### config.mk
export PLATFORM = sky130hd
export DESIGN_NAME = writeback_buffer
export DESIGN_NICKNAME = d
export VERILOG_FILES = /design/src/rtl/writeback_buffer_pkg.sv /design/src/rtl/wb_drain_fsm.sv /design/src/rtl/writeback_buffer.sv
export SDC_FILE = /design/constraint.sdc
export NUM_CORES = 1
export LEC_CHECK = 0
export CORE_MARGIN = 2
export CORE_UTILIZATION = 53
export CTS_CLUSTER_SIZE = 14
export DETAILED_ROUTE_END_ITERATION = 12
export PLACE_DENSITY = 0.83
export SLEW_MARGIN = 10
export SYNTH_ARGS = -nofsm -noshare
export SYNTH_HDL_FRONTEND = slang
export SYNTH_SLANG_ARGS = --single-unit
### constraint.sdc
create_clock -name clk -period 7.5 [get_ports clk]
set_input_delay 1.5 -clock clk [delete_from_list [all_inputs] [get_ports clk]]
set_output_delay 1.5 -clock clk [all_outputs]
set_load 0.005 [all_outputs]
### src/rtl/writeback_buffer_pkg.sv
// Shared types and constants for the write-back buffer and its drain FSM.
package writeback_buffer_pkg;

    localparam int WORD_SIZE    = 16;
    localparam int BLOCK_WORDS  = 4;
    localparam int BLOCK_ADDR_W = 14;

    // One buffered victim block.
    typedef struct packed {
        logic                                  valid;
        logic [BLOCK_ADDR_W-1:0]               addr;
        logic [BLOCK_WORDS-1:0][WORD_SIZE-1:0] data;
    } wb_entry_t;

    // Drain sequencer states.
    typedef enum logic [1:0] {
        IDLE,
        WAIT,
        WRITE
    } drain_state_t;

endpackage

### src/rtl/wb_drain_fsm.sv
// Drain sequencer: waits the memory access latency, then writes the head
// block one word per cycle and signals retirement on the last word.
module wb_drain_fsm #(
    parameter int LATENCY = 7
) (
    input  logic       clk,
    input  logic       reset,
    input  logic       pending,
    input  logic       morePending,
    output logic       memWrite,
    output logic [1:0] wordIdx,
    output logic       retire,
    output logic       idle
);
    import writeback_buffer_pkg::*;

    localparam int LAT_W = (LATENCY > 1) ? $clog2(LATENCY) : 1;
    localparam logic [LAT_W-1:0] LAT_LOAD = LAT_W'(LATENCY - 1);
    localparam logic [1:0] LAST_WORD = 2'(BLOCK_WORDS - 1);

    drain_state_t     state;
    drain_state_t     stateNext;
    logic [LAT_W-1:0] latCnt;
    logic [LAT_W-1:0] latCntNext;
    logic [1:0]       wordIdxNext;

    // State, latency counter and word index registers.
    always_ff @(posedge clk or posedge reset) begin
        if (reset) begin
            state   <= IDLE;
            latCnt  <= '0;
            wordIdx <= '0;
        end else begin
            state   <= stateNext;
            latCnt  <= latCntNext;
            wordIdx <= wordIdxNext;
        end
    end

    // Next-state logic; after the last word go straight back to WAIT when
    // more blocks are queued so back-to-back blocks see no IDLE cycle.
    always_comb begin
        stateNext   = state;
        latCntNext  = latCnt;
        wordIdxNext = wordIdx;
        case (state)
            IDLE: begin
                if (pending) begin
                    stateNext  = WAIT;
                    latCntNext = LAT_LOAD;
                end
            end
            WAIT: begin
                if (latCnt == '0) begin
                    stateNext   = WRITE;
                    wordIdxNext = '0;
                end else begin
                    latCntNext = latCnt - 1'b1;
                end
            end
            WRITE: begin
                wordIdxNext = wordIdx + 1'b1;
                if (wordIdx == LAST_WORD) begin
                    if (morePending) begin
                        stateNext  = WAIT;
                        latCntNext = LAT_LOAD;
                    end else begin
                        stateNext = IDLE;
                    end
                end
            end
            default: stateNext = IDLE;
        endcase
    end

    assign memWrite = (state == WRITE);
    assign retire   = (state == WRITE) && (wordIdx == LAST_WORD);
    assign idle     = (state == IDLE);

endmodule

### src/rtl/writeback_buffer.sv
// Block write-back buffer: circular FIFO of victim blocks, youngest-wins
// snoop for refills, and a drain path writing one word per cycle to memory.
module writeback_buffer #(
    parameter int DEPTH     = 2,
    parameter int LATENCY   = 7,
    parameter int WORD_SIZE = 16
) (
    input  logic                   clk,
    input  logic                   reset,
    input  logic                   wb_valid,
    output logic                   wb_ready,
    input  logic [13:0]            wb_addr,
    input  logic [4*WORD_SIZE-1:0] wb_data,
    input  logic [13:0]            lookup_addr,
    output logic                   lookup_hit,
    output logic [4*WORD_SIZE-1:0] lookup_data,
    output logic                   mem_write,
    output logic [WORD_SIZE-1:0]   mem_address,
    output logic [WORD_SIZE-1:0]   mem_data,
    output logic                   empty
);
    import writeback_buffer_pkg::*;

    localparam int PTR_W = $clog2(DEPTH);
    localparam int CNT_W = $clog2(DEPTH + 1);

    wb_entry_t        entries [DEPTH];
    logic [PTR_W-1:0] head;
    logic [PTR_W-1:0] tail;
    logic [CNT_W-1:0] count;
    logic [PTR_W-1:0] snoopIdx;
    logic             enq;
    logic             retire;
    logic             fsmIdle;
    logic             memWrite;
    logic [1:0]       wordIdx;
    wb_entry_t        headEntry;

    assign wb_ready  = (count < CNT_W'(DEPTH)) || retire;
    assign enq       = wb_valid && wb_ready;
    assign headEntry = entries[head];

    wb_drain_fsm #(
        .LATENCY(LATENCY)
    ) drainFsm (
        .clk        (clk),
        .reset      (reset),
        .pending    (count != '0),
        .morePending((count > CNT_W'(1)) || enq),
        .memWrite   (memWrite),
        .wordIdx    (wordIdx),
        .retire     (retire),
        .idle       (fsmIdle)
    );

    // FIFO storage and pointers; an enqueue into the retiring slot (full
    // buffer) is written after the valid clear so the new block wins.
    always_ff @(posedge clk or posedge reset) begin
        if (reset) begin
            for (int unsigned i = 0; i < DEPTH; i++) begin
                entries[i] <= '0;
            end
            head  <= '0;
            tail  <= '0;
            count <= '0;
        end else begin
            if (retire) begin
                entries[head].valid <= 1'b0;
                head                <= head + 1'b1;
            end
            if (enq) begin
                entries[tail].valid <= 1'b1;
                entries[tail].addr  <= wb_addr;
                entries[tail].data  <= wb_data;
                tail                <= tail + 1'b1;
            end
            case ({enq, retire})
                2'b10:   count <= count + 1'b1;
                2'b01:   count <= count - 1'b1;
                default: count <= count;
            endcase
        end
    end

    // Snoop from oldest to youngest so the youngest matching entry wins.
    always_comb begin
        lookup_hit  = 1'b0;
        lookup_data = '0;
        snoopIdx    = head;
        for (int unsigned i = 0; i < DEPTH; i++) begin
            snoopIdx = head + PTR_W'(i);
            if (entries[snoopIdx].valid && (entries[snoopIdx].addr == lookup_addr)) begin
                lookup_hit  = 1'b1;
                lookup_data = entries[snoopIdx].data;
            end
        end
    end

    assign mem_write   = memWrite;
    assign mem_address = memWrite ? WORD_SIZE'({headEntry.addr, wordIdx}) : '0;
    assign mem_data    = memWrite ? headEntry.data[wordIdx] : '0;
    assign empty       = (count == '0) && fsmIdle;

endmodule

==> results.tsv, run 1 <==
metric	value	unit
fmax	158	MHz
synth-seq-cells	169	
placed_area	12600	um^2
hold_path_depth	1	
ant_nets	0	
max_cap_viol_count	0	
most-common-layout-cells	nand2_1 (209), clkdlybuf4s50_1 (194), dfrtp_1 (167)	
timing.final.ws_setup	1.19	ns
cts-resized-gates	0	
synthCells	1037	
rsz0062_at_grt	false	
syn_to_final_growth	23.5	%
crit_arrival	4.81	ns
initial_core_util	53.5	%
period_minus_slack	6.31	ns
n_fill_cell	1617	
drc	0	
die_area	21400	um^2
synthesis.area	10700	um^2
dp_slack	1.27	ns
crit_type	input port to output pin	
drive_gt1_share	24.1	%
io_buffers	194	
async_flop_share	100	%
synth_area_per_cell	10.3	um^2
groute.usage.overall	28.0	%
total_power	4.30	mW
avgRoutedWirePerCell	20.4	um
wl	29800	um
cts_root_buffer	clkbuf_16	
yosysSeqAreaShare	39.4	%
via_per_inst	6.07	
r2r_setup_slack	3.89	ns
hold_viol_final	0	
worst-path-max-fanout	86	
antenna_found_initial	1	
dp_hpwl	18800	um
io_pins	195	
setup_viol	0	
clk_pin_slew_worst_paths	0.07	ns
place_inst	1423	
gp_congestion	0.814	
rr_worst_depth	9	
worstSetupEndpointType	output pin	
nNetsFinal	1274	
grt_pass1_wl	47600	um
cts_max_level	4	
grt_max_degree	122	
required	6.00	ns
p_leak	4.99	nW
layoutNonFillerInstCount	1457	
cts_hold_buf	0	
synth.distinct_cells	44	
grt-ovfl-total	0	
synth-edff-count	0	
cellPowerDensity	324	nW/um^2
worst_pin_slew	1.15	ns
worstSetupStartpointType	input port	
min_period_over_period	84.2	%
cts_sinks	169	
min_to	count[0]	
cts_tree	built	
final.setup.tns	0	ns
final_common_cell	nand2_1	
clk_path_buf_depth	2	
vias	8845	
status	completed	
final_area	13300	um^2
drt_first_pass_iters	5	
cts_setup_buffers	0	
reg2reg_to	entries[101]	
core_area	20000	um^2
hold_class	flop to flop	
die_h	146	um
fp-row-count	52	
numCtsBuffers	17	
ys.flop_type	dfrtp_1	
rr_startpoint	drainFsm.wordIdx[1]	
slew_violations	0	
drtIter0Drc	681	
syn-num-nets	1138	
min-delay-start	count[0]	
fin_skew	0.0102	ns
die_w	146	um
insertion_delay	0.43	ns
ir_drop	185	uV
grt_pass1_vias	8732	
ys.warnings.count	0	
relSlewSlack	23.3	%
[sequential cells by signal, indices dropped and copies added (netlist names)]
name and count:
drainFsm.state 2, drainFsm.wordIdx 2, drainFsm.latCnt 3, entries 158
head 1, count 2, tail 1
[cells in the mapped netlist (3+ instances only)]
cell / number / area, um^2
nand2_1: 210 / 788
mux2i_1: 27 / 270
nor2_1: 22 / 82.6
ha_1: 6 / 75.1
dfrtp_1: 169 / 4230
mux4_2: 32 / 721
buf_6: 19 / 214
buf_2: 11 / 55.1
mux2_2: 145 / 1630
o21ai_0: 25 / 125
a311o_1: 53 / 531
buf_4: 3 / 22.5
nor3_1: 64 / 320
o21ai_2: 4 / 35.0
and2_1: 4 / 25.0
xor2_1: 15 / 131
a21oi_1: 27 / 135
o22a_1: 11 / 96.3
clkbuf_1: 43 / 161
buf_1: 14 / 52.6
inv_1: 20 / 75.1
xnor2_1: 20 / 175
nor3b_1: 12 / 90.1
a21oi_2: 45 / 394
a21o_1: 11 / 82.6
[final cells by class]
type / instances / area (um^2) / share of cell area, %
Multi-Input combinational cell: 756 / 5940 / 44.8
Sequential cell: 169 / 4230 / 32.0
Timing Repair Buffer: 207 / 2060 / 15.5
Clock buffer: 17 / 425 / 3.21
Tap cell: 270 / 338 / 2.55
Clock inverter: 15 / 163 / 1.23
Inverter: 22 / 88.8 / 0.670
Antenna cell: 1 / 2.50 / 0.0189
[power by group]
group / internal, mW / total, mW / switching, mW
sequential: 1.37 / 1.83 / 0.460
clock: 0.497 / 0.891 / 0.394
combinational: 0.861 / 1.57 / 0.712
[metal layers]
metal / global-route usage, % / up-vias / part of all wire [%] / wire length [um]
met5: 0 / - / 0 / 0
met4: 10.6 / 0 / 2.8 / 837
met3: 6.06 / 64 / 7.0 / 2090
met2: 45.0 / 382 / 49 / 14500
met1: 37.5 / 4388 / 41 / 12300
li1: - / 4011 / - / -
[stage by stage]
step / hold WS [ns] / util [%]
floorplan: 0.473 / -
global placement: 0.491 / 63.0
detailed placement: 0.506 / 63.0
CTS: 0.518 / 66.0
global route: 0.546 / 66.1
finish: 0.519 / 66.1
[worst max path at each step]
| stage | cells after the start | start | end |
|---|---|---|---|
| after floorplan | 1 | reset | count[0] |
| after global placement | 9 | lookup_addr[7] | lookup_data[2] |
| after detailed placement | 9 | lookup_addr[7] | lookup_data[61] |
| after CTS | 9 | lookup_addr[7] | lookup_data[44] |
| after global routing | 9 | lookup_addr[7] | lookup_data[2] |
| final | 9 | lookup_addr[7] | lookup_data[2] |
[critical path, cell delays in order]
cell and delay (ns):
clkdlybuf4s50_1 0.49, xor2_1 0.18, o32ai_1 0.22, nand3_1 0.18
nor4_4 0.36, buf_4 0.79, nor3_1 0.14, a311o_1 0.36
clkdlybuf4s50_1 0.47
[kinds of logic after synthesis]
kind of cell             Yosys count  share of synthesized area, %
XOR/XNOR                          35                          2.86
multiplexers                     204                          24.5
buffers and inverters            112                          5.48
adder cells (fa/ha/maj)            6                         0.700
AO/OA/AOI/OAI                    182                          13.5
AND/OR/NAND/NOR                  329                          13.6
flip-flops                       169                          39.4
Note: power is estimated with default switching activity, not from simulation.
==> inputs of run 2 (changes only) <==
Settings changed: CORE_UTILIZATION 53 to 49, PLACE_DENSITY 0.83 to 0.8.
Clock period 7.5 ns to 5.3 ns, I/O delays scaled along.
==> results.tsv, run 2 (synthesis gave the netlist of run 1 again) <==
metric	value	unit	change
cp.depth	9		unchanged
total_power	6.07	mW	was 4.30 mW
utilization	61.4	%	was 66.1%
ant_nets	0		unchanged
final_area	13300	um^2	about the same
rr_worst_depth	7		was 9
cts_root_buffer	clkbuf_16		unchanged
drive_gt1_share	24.2	%	was 24.1%
status	completed		unchanged
io_pins	195		unchanged
worst_pin_slew	1.12	ns	was 1.15 ns
seqCellArea	4230	um^2	unchanged
grt_pass1_vias	8558		was 8732
die_area	23100	um^2	was 21400 um^2
syn_to_final_growth	24.2	%	was 23.5%
setup_viol	0		unchanged
gp_congestion	0.845		was 0.814
dp_slack	0.249	ns	was 1.27 ns
regMostFlops	entries		unchanged
crit_top_cell	clkdlybuf4s50_1		unchanged
io_buffers	194		unchanged
drtIter0Drc	690		was 681
grt-ovfl-total	0		unchanged
path_buf_inv	3		unchanged
startpoint	lookup_addr[7]		unchanged
cts_max_level	4		unchanged
placed_area	12700	um^2	was 12600 um^2
rr_startpoint	drainFsm.wordIdx[1]		unchanged
groute.usage.overall	25.7	%	was 28.0%
vias	8824		was 8845
avgRoutedWirePerCell	20.0	um	was 20.4 um
p_leak	4.99	nW	about the same
worstSetupEndpointType	output pin		unchanged
rsz0062_at_grt	false		unchanged
worst-path-max-fanout	60		was 86
timing.final.ws_setup	0.198	ns	was 1.19 ns
n_fill_cell	1762		was 1617
crit_arrival	4.04	ns	was 4.81 ns
antenna_found_initial	3		was 1
drc	0		unchanged
layoutNonFillerInstCount	1470		was 1457
initial_core_util	49.5	%	was 53.5%
largest_register_ff_count	158		unchanged
most-common-layout-cells	nand2_1 (209), clkdlybuf4s50_1 (194), dfrtp_1 (167)		unchanged
min-delay-start	count[0]		unchanged
cts_hold_buf	0		unchanged
via_per_inst	6.00		was 6.07
dp_hpwl	18900	um	was 18800 um
core_area	21700	um^2	was 20000 um^2
hold_path_depth	1		unchanged
clk_path_buf_depth	2		unchanged
final_common_cell	nand2_1		unchanged
worstSetupStartpointType	input port		unchanged
relSlewSlack	25.0	%	was 23.3%
cellPowerDensity	456	nW/um^2	was 324 nW/um^2
cts_sinks	169		unchanged
grt_pass1_wl	47800	um	was 47600 um
die_h	152	um	was 146 um
hold_class	flop to flop		unchanged
slew_violations	0		unchanged
crit_path_cell_trace	clkdlybuf4s50_1, xor2_1, o32ai_1, nand3_1, or4_4, buf_12, o21ai_0, o22a_1, clkdlybuf4s50_1		was clkdlybuf4s50_1, xor2_1, o32ai_1, nand3_1, nor4_4, buf_4, nor3_1, a311o_1, clkdlybuf4s50_1
clk_pin_slew_worst_paths	0.07	ns	about the same
place_inst	1436		was 1423
max_cap_viol_count	0		unchanged
numCtsBuffers	17		unchanged
max_stage_delay	0.63	ns	was 0.79 ns
wl	29400	um	was 29800 um
holdWs	0.508	ns	was 0.519 ns
final.setup.tns	0	ns	unchanged
die_w	152	um	was 146 um
cpMaxStageDelayCell	or4_4		was buf_4
required	4.24	ns	was 6.00 ns
period_minus_slack	5.10	ns	
insertion_delay	0.42	ns	was 0.43 ns
fp-row-count	54		was 52
multiInputGateArea	5940	um^2	unchanged
reg_top3	entries x158, drainFsm.latCnt x3		unchanged
nNetsFinal	1276		was 1274
grt_max_degree	108		was 122
min_period_over_period	96.3	%	
drt_first_pass_iters	7		was 5
ir_drop	238	uV	was 185 uV
fmax	196	MHz	
hold_viol_final	0		unchanged
cts-resized-gates	0		unchanged
crit_type	input port to output pin		unchanged
cts_setup_buffers	0		unchanged
fin_skew	0.00717	ns	was 0.0102 ns
cts_tree	built		unchanged
crit_family	buffers and inverters		unchanged
## run 2: power by group
part	internal (mW)	switching (mW)
clock network	0.711	0.533
logic	1.23	1.00
registers	1.94	0.660
total	3.88	2.19
## run 2: path summary, 6_finish.rpt
path / endpoint / slack (ns)
min in group asynchronous: entries[76] / 1.04
worst max register to register: entries[16] / 2.23
worst min register to register: count[0] / 0.51
worst max-delay path: lookup_data[0] / 0.20
max in group asynchronous: head / 3.02
worst min-delay path: count[0] / 0.51
## run 2: area by class of cell
cell class                 instances  share of cell area, %
multi-input combinational        756                   44.6
sequential                       169                   31.8
timing repair buffer             209                   15.9
clock buffer                      19                   3.32
tap                              280                   2.63
clock inverter                    13                   1.09
inverter                          22                  0.657
antenna                            2                 0.0376
## run 2: worst reg2reg max path: stages (launching register included)
cell and delay (ns):
dfrtp_2 0.75, ha_1 0.31, nand3b_1 0.21, nand2_1 0.15, and2_1 0.24, nand2_4 0.54, buf_4 0.46, mux2_2 0.29
## run 2: layer usage
layer	GRT usage (%)	vias up	routed length [um]
met1	37.0	4384	12900
met2	39.7	375	13800
met4	9.70	0	803
met5	0	-	0
li1	-	4010	-
met3	3.59	55	1940
